<file path="src/rtl/regfile_cmd_ctrl.sv">
// Byte-command front end for a register file: 0xAA addr data writes, 0xBB addr reads and returns the byte.
// Write 1 cycle after the data byte; read strobe 1 cycle after valid data; TX_BUSY holds the response.
module regfile_cmd_ctrl #(
  parameter int WIDTH   = 8,
  parameter int ADDR    = 4,
  parameter int TIMEOUT = 15
) (
  input  logic             CLK,
  input  logic             RST,
  input  logic [WIDTH-1:0] RX_P_DATA,
  input  logic             RX_D_VLD,
  output logic             RF_WrEn,
  output logic             RF_RdEn,
  output logic [ADDR-1:0]  RF_Address,
  output logic [WIDTH-1:0] RF_WrData,
  input  logic [WIDTH-1:0] RF_RdData,
  input  logic             RF_RdData_VLD,
  output logic [WIDTH-1:0] TX_P_DATA,
  output logic             TX_D_VLD,
  input  logic             TX_BUSY,
  output logic             CTRL_BUSY,
  output logic             ERR
);

  localparam int CW = (TIMEOUT < 1) ? 1 : $clog2(TIMEOUT + 1);
  localparam logic [CW-1:0]    TMAX   = CW'(TIMEOUT);
  localparam logic [WIDTH-1:0] CMD_WR = WIDTH'(8'hAA);
  localparam logic [WIDTH-1:0] CMD_RD = WIDTH'(8'hBB);

  typedef enum logic [2:0] {IDLE, WR_ADDR, WR_DATA, RD_ADDR, RD_WAIT, TX_WAIT} state_t;

  state_t           state_q, state_d;
  logic [ADDR-1:0]  addr_q, addr_d;
  logic [WIDTH-1:0] wrdata_q, wrdata_d;
  logic [WIDTH-1:0] txdat_q, txdat_d;
  logic [WIDTH-1:0] rdbyte_q, rdbyte_d;
  logic [CW-1:0]    cnt_q, cnt_d;
  logic             wren_q, wren_d;
  logic             rden_q, rden_d;
  logic             txvld_q, txvld_d;
  logic             busy_q, busy_d;
  logic             err_q, err_d;
  logic             addr_legal;
  logic [CW-1:0]    cnt_inc;

  always_comb begin
    state_d    = state_q;
    addr_d     = addr_q;
    wrdata_d   = wrdata_q;
    txdat_d    = txdat_q;
    rdbyte_d   = rdbyte_q;
    cnt_d      = cnt_q;
    wren_d     = 1'b0;
    rden_d     = 1'b0;
    txvld_d    = 1'b0;
    err_d      = 1'b0;
    addr_legal = ((RX_P_DATA >> ADDR) == '0);
    cnt_inc    = (cnt_q == TMAX) ? cnt_q : cnt_q + CW'(1);

    case (state_q)
      IDLE: begin
        if (RX_D_VLD) begin
          if (RX_P_DATA == CMD_WR)      state_d = WR_ADDR;
          else if (RX_P_DATA == CMD_RD) state_d = RD_ADDR;
          else                          err_d   = 1'b1;
        end
      end
      WR_ADDR: begin
        if (RX_D_VLD) begin
          if (addr_legal) begin
            addr_d  = RX_P_DATA[ADDR-1:0];
            state_d = WR_DATA;
          end else begin
            err_d   = 1'b1;
            state_d = IDLE;
          end
        end
      end
      WR_DATA: begin
        if (RX_D_VLD) begin
          wrdata_d = RX_P_DATA;
          wren_d   = 1'b1;
          state_d  = IDLE;
        end
      end
      RD_ADDR: begin
        if (RX_D_VLD) begin
          if (addr_legal) begin
            addr_d  = RX_P_DATA[ADDR-1:0];
            rden_d  = 1'b1;
            cnt_d   = '0;
            state_d = RD_WAIT;
          end else begin
            err_d   = 1'b1;
            state_d = IDLE;
          end
        end
      end
      RD_WAIT: begin
        // Valid is ignored while our own read strobe is still on the bus.
        err_d = RX_D_VLD;
        cnt_d = cnt_inc;
        if (!rden_q && RF_RdData_VLD) begin
          rdbyte_d = RF_RdData;
          if (!TX_BUSY) begin
            txdat_d = RF_RdData;
            txvld_d = 1'b1;
            state_d = IDLE;
          end else begin
            state_d = TX_WAIT;
          end
        end else if (cnt_inc == TMAX) begin
          err_d   = 1'b1;
          state_d = IDLE;
        end
      end
      TX_WAIT: begin
        err_d = RX_D_VLD;
        if (!TX_BUSY) begin
          txdat_d = rdbyte_q;
          txvld_d = 1'b1;
          state_d = IDLE;
        end
      end
      default: state_d = IDLE;
    endcase

    busy_d = (state_d != IDLE);
  end

  always_ff @(posedge CLK or negedge RST) begin
    if (!RST) begin
      state_q  <= IDLE;
      addr_q   <= '0;
      wrdata_q <= '0;
      txdat_q  <= '0;
      rdbyte_q <= '0;
      cnt_q    <= '0;
      wren_q   <= 1'b0;
      rden_q   <= 1'b0;
      txvld_q  <= 1'b0;
      busy_q   <= 1'b0;
      err_q    <= 1'b0;
    end else begin
      state_q  <= state_d;
      addr_q   <= addr_d;
      wrdata_q <= wrdata_d;
      txdat_q  <= txdat_d;
      rdbyte_q <= rdbyte_d;
      cnt_q    <= cnt_d;
      wren_q   <= wren_d;
      rden_q   <= rden_d;
      txvld_q  <= txvld_d;
      busy_q   <= busy_d;
      err_q    <= err_d;
    end
  end

  assign RF_WrEn    = wren_q;
  assign RF_RdEn    = rden_q;
  assign RF_Address = addr_q;
  assign RF_WrData  = wrdata_q;
  assign TX_P_DATA  = txdat_q;
  assign TX_D_VLD   = txvld_q;
  assign CTRL_BUSY  = busy_q;
  assign ERR        = err_q;

endmodule

</file>
<file path="config.mk">
export PLATFORM = sky130hd
export DESIGN_NAME = regfile_cmd_ctrl
export DESIGN_NICKNAME = d
export VERILOG_FILES = /design/src/rtl/regfile_cmd_ctrl.sv
export SDC_FILE = /design/constraint.sdc
export NUM_CORES = 1
export LEC_CHECK = 0
export CAP_MARGIN = 25
export CORE_ASPECT_RATIO = 0.8
export CORE_MARGIN = 2
export CORE_UTILIZATION = 43
export CTS_CLUSTER_DIAMETER = 200
export DETAILED_ROUTE_END_ITERATION = 10
export PLACE_DENSITY = 0.75
export SYNTH_ARGS = -nofsm -noshare
export SYNTH_HDL_FRONTEND = slang
export SYNTH_SLANG_ARGS = --single-unit
</file>
<file path="constraint.sdc">
create_clock -name CLK -period 1.9 [get_ports CLK]
set_clock_uncertainty 0.2 [all_clocks]
set_input_delay 0.57 -clock CLK [delete_from_list [all_inputs] [get_ports CLK]]
set_output_delay 0.57 -clock CLK [all_outputs]
set_load 0.05 [all_outputs]
</file>
**After elaboration in Yosys (flattened, before gate mapping)**

Index checks and enable logic that the tools add are counted.

- Register bits after elaboration: 40
- Output and inout bits: 25

- Reduce and logical (&&, ||, !) cells: 13
- Add/subtract/negate cells: 1
- Eq/ne operators: 14
- Multiplexer cells: 37

Operator list:

| kind | count |
|---|---|
| $mux 3 | 11 |
| $mux 8 | 3 |
| $pmux 3 s6 | 1 |
| $eq 8x8->1 const B | 2 |
| $pmux 8 s2 | 1 |
| $mux 1 | 14 |
| $mux 4 | 3 |
| $ne 2x2->1 const B | 5 |
| $eq 4x4->1 const B | 2 |
| $logic_not 8->1 | 1 |
| $pmux 4 s2 | 1 |
| $eq 3x2->1 const B | 2 |
| $eq 3x3->1 const B | 2 |
| $reduce_and 3->1 | 2 |
| $add 4x1->4 const B | 1 |
| $pmux 1 s4 | 1 |
| $reduce_and 2->1 | 2 |
| $reduce_and 4->1 | 1 |
| $reduce_bool 2->1 | 2 |
| $eq 3x1->1 const B | 1 |
| $logic_not 3->1 | 1 |
| $reduce_bool 3->1 | 1 |
| $mux 2 | 1 |
| $pmux 1 s2 | 1 |
| 3 further kinds | 3 |

**Depth between registers and ports, before layout**

- Word-level depth: 7
- Gate-level depth with buffers: 5
- Mapped depth without buffers: 5

**Worst setup path after synthesis**

OpenSTA, ideal clock, no wires.

- Kind: register to register
- Start: register cnt_q[0]
- End: register busy_q, in the netlist CTRL_BUSY
- Period minus slack after synthesis: 1.889 ns
- Setup slack: 0.011 ns
- Data required time: 1.569 ns
- Arrival: 1.558 ns
- Stages on the path, launching flop included: 6
- Path through: dfrtp_1 -> ha_1 -> xnor2_1 -> o32ai_2 -> o211ai_2 -> or3_1

- Longest elaborated chain between the ends: 7
- Elaborated cells between the ends (all ways): 8

RTL lines:

| item | line | RTL |
|---|---|---|
| start: declaration | 37 | `logic [CW-1:0] cnt_q, cnt_d;` |
| start signal: assignment | 150 | `cnt_q <= cnt_d;` |
| $add 4x1->4 / $eq 4x4->1 (equally long branches) | 58 | `cnt_inc = (cnt_q == TMAX) ? cnt_q : cnt_q + CW'(1);` |
| $mux 4 * | 58 |  |
| $eq 4x4->1 * | 112 | `end else if (cnt_inc == TMAX) begin` |
| $mux 3 * | 112 |  |
| $mux 3 * | 103 | `if (!rden_q && RF_RdData_VLD) begin` |
| $pmux 3 s6 * | 60 | `case (state_q)` |
| net state_d[2] | 32 | `state_t state_q, state_d;` |
| $reduce_bool 3->1 * | 128 | `busy_d = (state_d != IDLE);` |
| net busy_d | 41 | `logic busy_q, busy_d;` |
| end signal: assignment | 154 | `busy_q <= busy_d;` |
| end: declaration | 41 |  |

The timed path passes the listed nets; every way through them passes the cells marked *.
A chain may end at the register's enable or synchronous reset.

**Worst setup path after layout**

- Start: register cnt_q[1]
- End: register busy_q, in the netlist CTRL_BUSY

Same word-level chain as after synthesis.

==> flow_metrics.py <==
metrics = {
    "logic_synthesis": {
        "synth_most_common_cell": "dfrtp_1",
        "synth_ff_type": "dfrtp_1",
        "syn_avg_cell_area_um2": 12.4,
        "synth_common_cells": "40 x dfrtp_1, 20 x mux2_1, 16 x nand2_1",
        "syn_inst": 143,
        "synthArstFlopShare_pct": 100,
        "syn_area_mm2": 0.00177,
        "yosysWarnings": 0,
        "synth_area_leaders": "dfrtp_1 57%, mux2_1 13%, mux2i_1 4.5%",
        "synth-edff-count": 0,
        "synth_seq_cells": 40,
        "synth.distinct_cells": 37,
        "synth_top_area_cell": "dfrtp_1",
        "synth_top_area_share_pct": 56.5,
        "synth_fp_nets": 165,
        "ys_seq_area_share_pct": 56.5,
    },
    "power_and_ir_drop": {
        "clockPowerShare_pct": 33.9,
        "finalPower_mw": 1.71,
        "powerDensity_mw_per_mm2": 603,
        "p_int_mw": 1.29,
        "p_comb_share_pct": 14.4,
        "p_switching_uw": 426,
        "irDropWorstVdd_uv": 495,
        "switching_share_pct": 24.9,
        "pwr-share-seq_pct": 51.7,
        "p_leak_nw": 1.40,
    },
    "cts": {
        "clk_path_buf_depth": 2,
        "clk_latency_ns": 0.29,
        "clock-root-buffer": "clkbuf_8",
        "htreeDepth": 2,
        "cts.sinks": 40,
        "cts_made_buffers": 5,
        "cts.clk_slew.worst_paths_ns": 0.07,
        "cts_tree": "done",
    },
    "global_routing": {
        "antenna_found_initial": 0,
        "grt_max_degree": 41,
        "grt_overflow_total": 0,
        "grt_pass1_wl_um": 7050,
        "grt_pass1_vias": 1521,
        "grtUsageTotal_pct": 21.0,
    },
    "routing": {
        "wl_per_cell_um": 16.1,
        "drt_first_iter_violations": 74,
        "drtAntennaViolNets": 0,
        "vias": 1385,
        "detail_route.vias_per_cell": 5.17,
        "first_pass_iters": 4,
        "drc_errors": 0,
        "routed_wl_um": 4320,
    },
    "finish": {
        "area_delta_synth_final_pct": 60.6,
        "regArea_mm2": 0.00100,
        "layout.nets": 234,
        "final_util_pct": 73.3,
        "n_antenna_cell": 0,
        "multi_input_area_um2": 840,
        "drive_above_1_share_pct": 35.7,
        "fillCellCount": 273,
    },
    "placed_design": {
        "dpl_worst_slack_ns": -0.569,
        "port_buffers": 45,
        "hpwl_um": 3140,
        "place.gp.congestion": 0.819,
    },
    "sta": {
        "fin_setup_tns_ns": 0,
        "setup_ws_ns": 0.0327,
        "setup_violations": 0,
        "fin_crit_sh_pct": 98.3,
        "max_slew.worst_pin.slew_ns": 0.507,
        "timing.hold.ws_ns": 0.129,
        "fin_crit_ns": 1.87,
        "slew_headroom_pct": 66.2,
        "slew_violations": 0,
        "fmax_mhz": 536,
        "hold_viol": 0,
    },
    "die": {
        "num_rows": 20,
        "fp.dieH_um": 61.4,
        "core_mm2": 0.00388,
        "die_x_um": 75.7,
        "start_util_pct": 45.6,
        "ioPinCount": 46,
        "dieArea_mm2": 0.00465,
    },
    "worst_setup_path": {
        "critical_path_class": "reg2reg",
        "critPathArrivalTime_ns": 1.84,
        "required_ns": 1.87,
        "path_max_fanout": 2,
        "end_kind": "flop",
        "start_kind": "flop",
    },
    "outcome": {
        "outcome": "finished, final reports clean",
    },
    "run": {
        "drv_cap": 0,
    },
    "hold_path": {
        "worst_hold_path_type": "in2async",
    },
}
## power by group through the flow
stage                     Sequential [mW]  Combinational [mW]  Clock, mW
after CTS                           0.887               0.247      0.591
after floorplan                     0.947              0.0288          0
after global placement              0.902               0.231          0
after global routing                0.889               0.262      0.623
final                               0.886               0.248      0.581
after detailed placement            0.902               0.237          0
## cell families after synthesis
family	Yosys count	synth area share [%]
simple gates	42	14.1
flops	40	56.5
mux	28	17.2
compound gates	22	8.62
buf+inv	8	1.84
xor+xnor	2	0.990
fa+ha+maj	1	0.707
## path summary, 6_finish.rpt
path                                   from             to  cells past startpoint  slack [ns]
worst min-delay path                    RST  RF_Address[1]                      2        0.13
max in group asynchronous               RST     state_q[0]                      2        1.00
worst max register to register     cnt_q[1]      CTRL_BUSY                      5        0.03
worst max-delay path               cnt_q[1]      CTRL_BUSY                      5        0.03
min in group CLK                rdbyte_q[5]    rdbyte_q[5]                      1        0.30
worst min register to register  rdbyte_q[5]    rdbyte_q[5]                      1        0.30
## critical path: stages, from the launching register on
cell and delay [ns]:
dfrtp_1 0.39, ha_1 0.30, nand2_1 0.09, o32ai_4 0.30
o211ai_2 0.11, or3_1 0.36
## timing repair
item	CTS	global route
cloned	1	0
hold buffers	0	0
resized for setup	21	8
setup endpoints to repair	27	12
pin swaps	4	8
setup buffers	2	2
## layout make-up
| class | count | area share, % |
|---|---|---|
| sequential | 40 | 35.2 |
| tap | 55 | 2.42 |
| inverter | 6 | 0.792 |
| multi-input combinational | 96 | 29.5 |
| timing repair buffer | 63 | 28.9 |
| clock buffer | 8 | 3.17 |
## placed cells by master, fill, tap and decap left out, types with 2 or more instances in the layout
master           instances
mux2_4                   3
o211ai_1                 2
o21ai_1                 10
dlygate4sd2_1            6
clkbuf_1                 2
nor3_1                   2
nand2_2                  2
dfrtp_1                 39
clkbuf_8                 6
nor2_4                   2
nand4_1                  4
a211oi_1                 2
mux2_1                  17
nand3_1                  5
inv_1                    2
a21oi_1                  2
mux2i_1                  8
inv_2                    3
clkdlybuf4s50_1         11
nor2b_4                  2
buf_12                  25
buf_4                   18
nand2_1                 14
## metrics by stage
| step | cells | instance area (um2) |
|---|---|---|
| final | 268 | 2840 |
| after global routing | 268 | 2840 |
| after CTS | 266 | 2800 |
| after detailed placement | 255 | 2630 |
| after global placement | 255 | 2630 |
| after floorplan | 143 | 1770 |
## layer usage
| layer | up-vias | GRT usage [%] | routed length [um] |
|---|---|---|---|
| met4 | 0 | 10.5 | 68 |
| met3 | 5 | 6.55 | 256 |
| met1 | 682 | 25.1 | 1850 |
| li1 | 657 | - | - |
| met2 | 41 | 34.7 | 2150 |
| met5 | - | 0 | 0 |
## sequential cells by signal, indices dropped and copies added (netlist names)
name / count
ERR: 1
CTRL_BUSY: 1
cnt_q: 4
state_q: 3
RF_Address: 4
TX_P_DATA: 8
TX_D_VLD: 1
RF_WrData: 8
rdbyte_q: 8
RF_RdEn: 1
RF_WrEn: 1
Power figures use the tool's default switching activity.
